--- config.mk ---
export PLATFORM = sky130hd
export DESIGN_NAME = kmeans_prod_accum
export DESIGN_NICKNAME = d
export VERILOG_FILES = /design/src/rtl/kmeans_prod_accum.sv
export SDC_FILE = /design/constraint.sdc
export NUM_CORES = 1
export LEC_CHECK = 0
export CORE_MARGIN = 8
export CORE_UTILIZATION = 55
export DETAILED_ROUTE_END_ITERATION = 8
export GPL_TIMING_DRIVEN = 0
export PLACE_DENSITY = 0.91
export SKIP_CTS_REPAIR_TIMING = 1
export SYNTH_ARGS = -nofsm -noshare
export SYNTH_HDL_FRONTEND = slang
export SYNTH_SLANG_ARGS = --single-unit
--- constraint.sdc ---
create_clock -name ap_clk -period 3.8 [get_ports ap_clk]
set_input_delay 0.76 -clock ap_clk [delete_from_list [all_inputs] [get_ports ap_clk]]
set_output_delay 0.76 -clock ap_clk [all_outputs]
set_load 0.01 [all_outputs]
--- src/rtl/kmeans_prod_accum.sv ---
// -----------------------------------------------------------------------------
// kmeans_prod_accum
//
// Purpose:
//   Streaming accumulator placed directly after the 7x10 unsigned multiplier of
//   the k-means datapath. It sums unsigned products arriving on a valid/ready
//   stream until a beat marked last, then emits one registered record per group
//   (sum, member count, overflow flag) to the centroid-update stage.
//
// Build option:
//   KMEANS_ACC_SATURATE_EN  defined   : sum and count clamp at their maximum.
//                           undefined : sum and count wrap modulo 2^width.
//   In both builds out_ovf flags any wrap/clamp that happened in the group.
//
// Ports:
//   ap_clk       in   1      clock, rising edge
//   ap_rst_n     in   1      asynchronous active-low reset
//   in_tdata     in   IN_W   unsigned product
//   in_tvalid    in   1      product valid
//   in_tready    out  1      accumulator can accept a beat
//   in_tlast     in   1      beat closes the current group
//   out_tdata    out  ACC_W  group sum
//   out_count    out  CNT_W  beats in the group, including the last beat
//   out_ovf      out  1      sum or count overflowed during this group
//   out_tvalid   out  1      result record valid
//   out_tready   in   1      consumer accepts the record
// -----------------------------------------------------------------------------
module kmeans_prod_accum #(
   parameter int IN_W  = 17,
   parameter int ACC_W = 32,
   parameter int CNT_W = 16
) (
   input  logic             ap_clk,
   input  logic             ap_rst_n,
   input  logic [IN_W-1:0]  in_tdata,
   input  logic             in_tvalid,
   output logic             in_tready,
   input  logic             in_tlast,
   output logic [ACC_W-1:0] out_tdata,
   output logic [CNT_W-1:0] out_count,
   output logic             out_ovf,
   output logic             out_tvalid,
   input  logic             out_tready
);

   // Reduce a one-bit-wider sum to ACC_W bits: clamp or wrap on carry-out.
   function automatic logic [ACC_W-1:0] acc_limit(input logic [ACC_W:0] s);
`ifdef KMEANS_ACC_SATURATE_EN
      return s[ACC_W] ? {ACC_W{1'b1}} : s[ACC_W-1:0];
`else
      return s[ACC_W-1:0];
`endif
   endfunction

   // Same treatment for the member count.
   function automatic logic [CNT_W-1:0] cnt_limit(input logic [CNT_W:0] c);
`ifdef KMEANS_ACC_SATURATE_EN
      return c[CNT_W] ? {CNT_W{1'b1}} : c[CNT_W-1:0];
`else
      return c[CNT_W-1:0];
`endif
   endfunction

   logic [ACC_W-1:0] acc_q, acc_d;
   logic [CNT_W-1:0] cnt_q, cnt_d;
   logic             ovf_q, ovf_d;
   logic [ACC_W-1:0] out_data_q, out_data_d;
   logic [CNT_W-1:0] out_cnt_q, out_cnt_d;
   logic             out_ovf_q, out_ovf_d;
   logic             out_vld_q, out_vld_d;

   logic             accept;
   logic [ACC_W:0]   sum_full;
   logic [CNT_W:0]   cnt_full;
   logic             beat_ovf;

   // A held record blocks input only while the consumer is stalling; when the
   // consumer takes it this cycle a new last beat may overwrite it in place.
   assign in_tready = !out_vld_q || out_tready;
   assign accept    = in_tvalid && in_tready;

   // One extra bit on each adder exposes the carry that signals overflow.
   assign sum_full = {1'b0, acc_q} + {{(ACC_W + 1 - IN_W){1'b0}}, in_tdata};
   assign cnt_full = {1'b0, cnt_q} + {{CNT_W{1'b0}}, 1'b1};
   assign beat_ovf = sum_full[ACC_W] | cnt_full[CNT_W];

   always_comb begin
      acc_d      = acc_q;
      cnt_d      = cnt_q;
      ovf_d      = ovf_q;
      out_data_d = out_data_q;
      out_cnt_d  = out_cnt_q;
      out_ovf_d  = out_ovf_q;
      out_vld_d  = out_vld_q;

      // Record handed off and nothing new to replace it.
      if (out_vld_q && out_tready)
         out_vld_d = 1'b0;

      if (accept) begin
         if (in_tlast) begin
            out_data_d = acc_limit(sum_full);
            out_cnt_d  = cnt_limit(cnt_full);
            out_ovf_d  = ovf_q | beat_ovf;
            out_vld_d  = 1'b1;
            acc_d      = '0;
            cnt_d      = '0;
            ovf_d      = 1'b0;
         end else begin
            acc_d = acc_limit(sum_full);
            cnt_d = cnt_limit(cnt_full);
            ovf_d = ovf_q | beat_ovf;
         end
      end
   end

   // Single register stage: accumulator state and output record.
   always_ff @(posedge ap_clk or negedge ap_rst_n) begin
      if (!ap_rst_n) begin
         acc_q      <= '0;
         cnt_q      <= '0;
         ovf_q      <= 1'b0;
         out_data_q <= '0;
         out_cnt_q  <= '0;
         out_ovf_q  <= 1'b0;
         out_vld_q  <= 1'b0;
      end else begin
         acc_q      <= acc_d;
         cnt_q      <= cnt_d;
         ovf_q      <= ovf_d;
         out_data_q <= out_data_d;
         out_cnt_q  <= out_cnt_d;
         out_ovf_q  <= out_ovf_d;
         out_vld_q  <= out_vld_d;
      end
   end

   assign out_tdata  = out_data_q;
   assign out_count  = out_cnt_q;
   assign out_ovf    = out_ovf_q;
   assign out_tvalid = out_vld_q;

endmodule

==> results.cfg, run 1 <==
[outcome]
status = finished, final reports clean

[setup_path]
worstPathCellList = clkdlybuf4s50_1, ha_1, inv_1, fa_1, and2b_1, o2111ai_1, a2111oi_4, o31ai_4, nor2_1, o21ai_0, a22o_1
critPathMaxFanout = 4
slowest_delay_ns = 0.60
critPathTopFamily = compound AO/OA/AOI/OAI gates
cp-start-kind = input pin
required_ns = 4.06
cp_num_buf_inv = 2
r2r_start = acc_q[4]
worstRegToRegCells = 8
worst-r2r-setup-slack_ns = 0.68
endpoint_kind = flop
crit_type = input pin to flop
cp_slowest_cell = a2111oi_4
rr_endpoint = out_tdata[31]
worst_ep_arrival_time_ns = 3.87

[cells_and_area]
diodes = 0
layout_commonest_cell = nand2_1
final_nets = 709
final_cell_mix = 111 x nand2_1, 99 x dfrtp_1, 91 x o21ai_0
utilization_pct = 66.90
synthToLayoutAreaGrowth_pct = 20.54
drive_above_1_share_pct = 4.769

[timing]
drv_slew = 0
setup_tns_ns = 0
relSlewSlack_pct = 29.98
finalHoldViolCount = 0
finalWorstSetupSlack_ns = 0.1852
rsz0062_at_grt = no
setup_viol = 0
finalCritPeriodShare_pct = 95.13
worst_pin_slew_ns = 1.046
layout_min_cycle_time_ns = 3.615
fin_skew_ns = 0.01357
max_freq_mhz = 276.6

[pwr]
ir_worst_vdd_mv = 0.2930
p_leak_nw = 2.686
p_seq_share_pct = 39.3
p_switching_mw = 1.300
combPwrFrac_pct = 41.4
internal-power_mw = 2.166
swShare_pct = 37.50
powerDensity_nw_per_um2 = 539.9
clkPwrFrac_pct = 19.2

[logic_synthesis]
synth_top_area_share_pct = 46.52
seq_area_frac_synth_pct = 46.52
synth-xor-area-share_pct = 6.743
synth_nets = 625
syn_area_sq_um = 5325
yosys.area.top_type = dfrtp_1
synth_top_flop_cell = dfrtp_1
yosys-top-cells-area = dfrtp_1 47%, o21ai_0 8.6%, nand2_1 7.8%
avgSynthCellArea_sq_um = 9.118
yosys.area_share.simple_pct = 17.13
synthAdderAreaFrac_pct = 4.605
syn_inst = 584
synth_top_family_by_area = compound AO/OA/AOI/OAI gates
ys_async_sr_fraction_pct = 100.0
synth.area.mux_share_pct = 1.668
synth-compound-area-share_pct = 20.56
synth_seq_cells = 99
synth_edf_count = 0
ys_types = 52
yosys_warnings = 0

[detailed_routing]
num_vias = 4844
route.detailed.drc = 0
wl_per_cell_um = 18.48
drt_first_pass_iters = 5
ant_nets = 0
routed_wl_um = 14860
via_per_inst = 6.025
drt_iter0_drc = 370

[placement]
pre_cts_slack_ns = -0.05156
place_hpwl_um = 10860
gp_congestion = 1.023
io_buffers = 72

[clock_network]
clkTransAtPathRegs_ns = 0.10
numClockSinks = 99
cts_max_level = 3
tritoncts = done
clockRootBuffer = clkbuf_8
clk_path_buf_depth = 2
cts_buffers = 9
worst_skew_pair.late_latency_ns = 0.37

[global_route]
antenna_found_initial = 0
grt_max_degree = 72
grt_pass1_wl_um = 24150
grt_overflow_total = 0
grtUsageTotal_pct = 23.34
grt_pass1_vias = 4925

[floorplan]
rows = 36
die_y_um = 114.4
io_pins = 73
core_sq_um = 9594
dieArea_sq_um = 13090
start_util_pct = 55.50
die_w_um = 114.4

[run]
drv_cap = 0

[min_path]
hold_class = input pin to asynchronous set/reset pin
==> flip-flops by register name (all words and copies together), names as in the netlist <==
name and cells:
out_ovf 1, out_count 16, out_tvalid 1, acc_q 32
cnt_q 16, ovf_q 1, out_tdata 32
==> how the worst max path moves through the flow <==
stage,startpoint,to,slack (ns),cells after the start
floorplan,in_tdata[0],acc_q[28],0.71,10
CTS,in_tdata[0],acc_q[24],0.24,11
finish,in_tdata[0],acc_q[24],0.19,11
detailed placement,in_tdata[0],acc_q[24],-0.05,11
global placement,ap_rst_n,out_tdata[26],-1.63,1
global route,in_tdata[0],acc_q[24],0.07,11
==> metrics by stage <==
stage	power [mW]	hold WS, ns	instance area [sq um]	instances
3_3_place_gp	2.718	0.4612	6212	789
6_report	3.465	0.3076	6419	804
2_1_floorplan	2.251	0.4526	5325	584
4_1_cts	3.457	0.3231	6419	804
3_5_place_dp	2.783	0.4699	6237	790
5_1_grt	3.651	0.3485	6419	804
==> cell usage after synthesis, types with 3 or more instances <==
| cell type | instances |
|---|---|
| nor3_1 | 8 |
| dfrtp_1 | 99 |
| nor2b_1 | 3 |
| mux2_2 | 7 |
| buf_1 | 4 |
| o31ai_1 | 19 |
| a31oi_1 | 9 |
| and3_1 | 10 |
| xnor2_1 | 26 |
| a211o_1 | 4 |
| xor2_1 | 15 |
| nand4_1 | 5 |
| a21oi_1 | 22 |
| ha_1 | 18 |
| nand2_1 | 111 |
| a22o_1 | 8 |
| o21ai_0 | 91 |
| nand2b_1 | 6 |
| clkbuf_1 | 23 |
| nor2_1 | 33 |
| inv_1 | 7 |
| nand3_1 | 16 |
==> area by class of cell <==
class	instances	area (sq um)
multi-input cells	448	2700
repair buffers	73	745.7
clock buffers	11	141.4
flip-flops and latches	99	2477
well taps	133	166.4
fillers	794	3176
plain buffers	29	117.6
inverters	8	30.03
clock inverters	3	40.04
==> power groups by stage <==
| stage | Clock (mW) | Combinational (mW) | Sequential, mW |
|---|---|---|---|
| 4_1_cts | 0.675 | 1.42 | 1.36 |
| 3_5_place_dp | 0 | 1.41 | 1.38 |
| 6_report | 0.667 | 1.44 | 1.36 |
| 3_3_place_gp | 0 | 1.35 | 1.37 |
| 2_1_floorplan | 0 | 0.849 | 1.40 |
| 5_1_grt | 0.722 | 1.55 | 1.38 |
==> cell families after synthesis <==
group,count (synthesis)
DFF,99
muxes,8
buffers and inverters,37
AOI/OAI and AO/OA,175
adders and majority gates,19
and+or+nand+nor,205
xor gates and xnor gates,41
==> layer usage <==
layer	wire, um	part of all wire [%]	track usage [%]
met5	0	0	0
met4	511	3.4	12.95
met3	989	6.7	3.481
met2	7357	50	39.36
met1	5997	40	28.00
(Power assumes the default switching activity.)
==> inputs of run 2 (changes only) <==
--- a/config.mk
+++ b/config.mk
@@ -9,7 +9,9 @@
 export CORE_UTILIZATION = 55
 export DETAILED_ROUTE_END_ITERATION = 8
 export GPL_TIMING_DRIVEN = 0
+export HOLD_SLACK_MARGIN = 0.03
 export PLACE_DENSITY = 0.91
+export RECOVER_POWER = 50
 export SKIP_CTS_REPAIR_TIMING = 1
 export SYNTH_ARGS = -nofsm -noshare
 export SYNTH_HDL_FRONTEND = slang
==> results.cfg, run 2 (synthesized netlist as in run 1, its figures left out) <==
[outcome]
status = finished, violations left
violations = capacitance limit, slew limit

[global_route]
grt_overflow_total = 0
grt_pass1_vias = 4925
antenna_found_initial = 0
grt_pass1_wl_um = 24150
grt_max_degree = 72
grtUsageTotal_pct = 23.34

[setup_path]
worst-r2r-setup-slack_ns = 0.70
endpoint_kind = flop
crit_type = input pin to flop
worstRegToRegCells = 10
worstPathCellList = clkdlybuf4s50_1, ha_1, inv_1, fa_1, and2b_1, o2111ai_1, a2111oi_4, o31ai_4, nor2_1, o21ai_0, a22o_1
critPathMaxFanout = 4
cp-start-kind = input pin
cp_num_buf_inv = 2
worst_ep_arrival_time_ns = 3.88
critPathTopFamily = compound AO/OA/AOI/OAI gates
required_ns = 4.06
cp_slowest_cell = a2111oi_4
cp.depth = 11
slowest_delay_ns = 0.60

[timing]
drv_slew = 29
relSlewSlack_pct = -15.10
finalHoldViolCount = 0
layout_min_cycle_time_ns = 3.613
finalCritPeriodShare_pct = 95.09
worst_pin_slew_ns = 1.726
finalWorstSetupSlack_ns = 0.1866
setup_viol = 0
max_freq_mhz = 276.7
fin_skew_ns = 0.01083
rsz0062_at_grt = no
setup_tns_ns = 0

[floorplan]
die_w_um = 114.4
core_sq_um = 9594
io_pins = 73
die_y_um = 114.4
dieArea_sq_um = 13090
rows = 36
start_util_pct = 55.50

[clock_network]
worst_skew_pair.late_latency_ns = 0.38
tritoncts = done
numClockSinks = 99
clockRootBuffer = clkbuf_8
cts_max_level = 3
clk_path_buf_depth = 2
clkTransAtPathRegs_ns = 0.08
cts_buffers = 9

[cells_and_area]
n_fill_cell = 795
final_cell_mix = 111 x nand2_1, 99 x dfrtp_1, 91 x o21ai_0
final_nets = 709
drive_above_1_share_pct = 4.620
diodes = 0
synthToLayoutAreaGrowth_pct = 20.47
layout_commonest_cell = nand2_1

[min_path]
hold_class = flop to flop
min_path_cells = 2

[placement]
pre_cts_slack_ns = -0.05156
place_hpwl_um = 10860
gp_congestion = 1.023
io_buffers = 72

[detailed_routing]
drt_iter0_drc = 376
wl_per_cell_um = 18.50
route.detailed.drc = 0
via_per_inst = 5.999
routed_wl_um = 14870
ant_nets = 0
num_vias = 4823
drt_first_pass_iters = 5

[pwr]
powerDensity_nw_per_um2 = 538.2
ir_worst_vdd_mv = 0.2876
p_leak_nw = 2.739

[run]
drv_cap = 1
-- run 2: through the flow --
stage	instance area, sq um	utilization [%]	hold slack, ns	std cells	power, mW
after CTS	6419	66.90	0.3231	804	3.457
after detailed placement	6237	65.01	0.4699	790	2.783
after floorplan	5325	-	0.4526	584	2.251
final	6415	66.86	0.4815	804	3.453
after global placement	6212	64.75	0.4612	789	2.718
after global routing	6415	66.86	0.5039	804	3.630
-- run 2: final cells by class --
type / instances / area (sq um) / area share [%]
multi-input combinational: 448 / 2700 / 42.09
sequential: 99 / 2477 / 38.62
timing repair buffer: 73 / 742.0 / 11.57
tap: 133 / 166.4 / 2.594
clock buffer: 11 / 141.4 / 2.204
buffer: 29 / 117.6 / 1.833
clock inverter: 3 / 40.04 / 0.6241
inverter: 8 / 30.03 / 0.4681
-- run 2: layer usage --
layer | global-route usage, % | routed length (um) | up-vias | part of all wire [%]
li1 | - | - | 2230 | -
met1 | 28.00 | 5945 | 2304 | 40
met2 | 39.36 | 7266 | 243 | 49
met3 | 3.481 | 1105 | 46 | 7.4
met4 | 12.95 | 553 | 0 | 3.7
met5 | 0 | 0 | - | 0
-- run 2: worst min-delay path, cell delays in order (launching register included) --
cell and delay [ns]:
dfrtp_1 0.35, nand2_1 0.04, o21ai_0 0.06
-- run 2: worst paths after layout --
| path | from | end |
|---|---|---|
| setup reg to reg | acc_q[0] | acc_q[24] |
| setup / recovery | in_tdata[0] | acc_q[24] |
| max in group asynchronous | ap_rst_n | out_tdata[26] |
| hold / removal | out_count[5] | out_count[5] |
| hold reg to reg | out_count[5] | out_count[5] |
| min in group asynchronous | ap_rst_n | acc_q[6] |
-- run 2: power breakdown --
part           switching [mW]  total (mW)  internal (mW)
sequential              0.118        1.36           1.24
clock                   0.360       0.674          0.314
combinational           0.827        1.42          0.593
total                    1.31        3.45           2.15
==> inputs of run 3 (changes only) <==
--- a/config.mk
+++ b/config.mk
@@ -5,13 +5,14 @@
 export SDC_FILE = /design/constraint.sdc
 export NUM_CORES = 1
 export LEC_CHECK = 0
-export CORE_MARGIN = 8
 export CORE_UTILIZATION = 55
 export DETAILED_ROUTE_END_ITERATION = 8
 export GPL_TIMING_DRIVEN = 0
 export HOLD_SLACK_MARGIN = 0.03
 export PLACE_DENSITY = 0.91
 export RECOVER_POWER = 50
+export REMOVE_ABC_BUFFERS = 1
+export SETUP_SLACK_MARGIN = 0.2
 export SKIP_CTS_REPAIR_TIMING = 1
 export SYNTH_ARGS = -nofsm -noshare
 export SYNTH_HDL_FRONTEND = slang
==> results.cfg, run 3 (synthesized netlist as in run 1, its figures left out) <==
[detailed_routing]
wl_per_cell_um = 16.42
via_per_inst = 6.085
met1_length_um = 5422
routed-wl-met2_um = 6129
num_vias = 4716
drt_iter0_drc = 359
route.detailed.drc = 0
routed_wl_um = 12720
drt_first_pass_iters = 5
ant_nets = 0
wl_met3_um = 818
dr.max_layer_used = met4

[floorplan]
dieArea_sq_um = 10080
io_pins = 73
core_sq_um = 9328
die_y_um = 100.4
rows = 35
start_util_pct = 57.09
die_w_um = 100.4

[placement]
gp_congestion = 0.9003
place_hpwl_um = 8726
place_area_sq_um = 6140
placed_cells = 758
io_buffers = 72

[timing]
relSlewSlack_pct = -95.92
drv_slew = 54
setup_viol = 0
worst_pin_slew_ns = 2.939
layout_min_cycle_time_ns = 3.447
fin_skew_ns = 0.01572
finalCritPeriodShare_pct = 90.71
max_freq_mhz = 290.1
rsz0062_at_grt = no
finalHoldViolCount = 0

[clock_network]
numClockSinks = 99
cts_buffers = 9
tritoncts = done
clkTransAtPathRegs_ns = 0.10
clk_path_buf_depth = 2
cts_max_level = 3
clockRootBuffer = clkbuf_8
worst_skew_pair.late_latency_ns = 0.38

[cells_and_area]
diodes = 0
final_cell_mix = 109 x nand2_1, 99 x dfrtp_1, 91 x o21ai_0
n_fill_cell = 724
finalNonFillerCells = 775
synthToLayoutAreaGrowth_pct = 19.48
utilization_pct = 68.21
layout_commonest_cell = nand2_1
drive_above_1_share_pct = 5.882
final_nets = 682
fin_area_sq_um = 6362

[global_route]
grt_pass1_wl_um = 21270
antenna_found_initial = 0
grt_max_degree = 55
grtUsageTotal_pct = 26.75
grt_overflow_total = 0
grt_pass1_vias = 4579

[setup_path]
endpoint_kind = flop
crit_type = input pin to flop
required_ns = 4.06
worstRegToRegCells = 11
worst_ep_arrival_time_ns = 3.71
critPathMaxFanout = 31
worstPathCellList = dlymetal6s2s_1, clkinv_1, nand2_1, a2111oi_0, a211o_1
r2r_start = acc_q[0]
critPathLaunch = in_tlast
cp-start-kind = input pin
slowest_delay_ns = 0.96
cp_slowest_cell = dlymetal6s2s_1

[pwr]
powerDensity_nw_per_um2 = 538.3
p_leak_nw = 2.724
ir_worst_vdd_mv = 0.3382

[min_path]
min_from = out_count[6]
min_path_cells = 2
hold_class = flop to flop

[run]
drv_cap = 1

[outcome]
violations = capacitance limit, slew limit
status = finished, violations left
==> run 3: worst paths after layout <==
path | endpoint | slack (ns)
min in group asynchronous | out_tdata[4] | 1.33
worst max-delay path | acc_q[25] | 0.35
max in group asynchronous | out_tdata[16] | 0.82
worst min register to register | out_count[6] | 0.48
worst max register to register | acc_q[22] | 0.88
worst min-delay path | out_count[6] | 0.48
==> run 3: worst max-delay path: cells and delay by family <==
family,cells,cell delay [ns]
buf+inv,2,1.64
compound gates,2,0.42
simple gates,1,0.88
==> run 3: routing by layer <==
metal,global-route usage [%],vias up
met2,44.47,232
met1,34.47,2251
met5,0,-
met4,11.71,0
li1,-,2183
met3,4.666,50
==> run 3: cell type report <==
cell class / instances / area [sq um] / share of cell area (%)
Clock buffer: 9 / 123.9 / 1.947
Multi-Input combinational cell: 448 / 2710 / 42.60
Clock inverter: 7 / 87.58 / 1.377
Timing Repair Buffer: 75 / 772.0 / 12.13
Tap cell: 129 / 161.4 / 2.537
Sequential cell: 99 / 2477 / 38.94
Inverter: 8 / 30.03 / 0.4720
==> run 3: where the power goes <==
group | internal, mW | switching, mW
sequential | 1.24 | 0.107
combinational | 0.573 | 0.778
clock | 0.315 | 0.411
==> run 3: per-stage QoR <==
stage               setup slack (ns)  hold slack (ns)  setup TNS [ns]  total power, mW
floorplan                     0.7047           0.4526               0            2.227
global placement              -1.680           0.4604         -204.01            2.653
detailed placement           -0.3234           0.4698          -4.372            2.716
CTS                          0.04742           0.4512               0            3.438
global route                  0.1250           0.5166               0            3.624
finish                        0.3532           0.4821               0            3.425
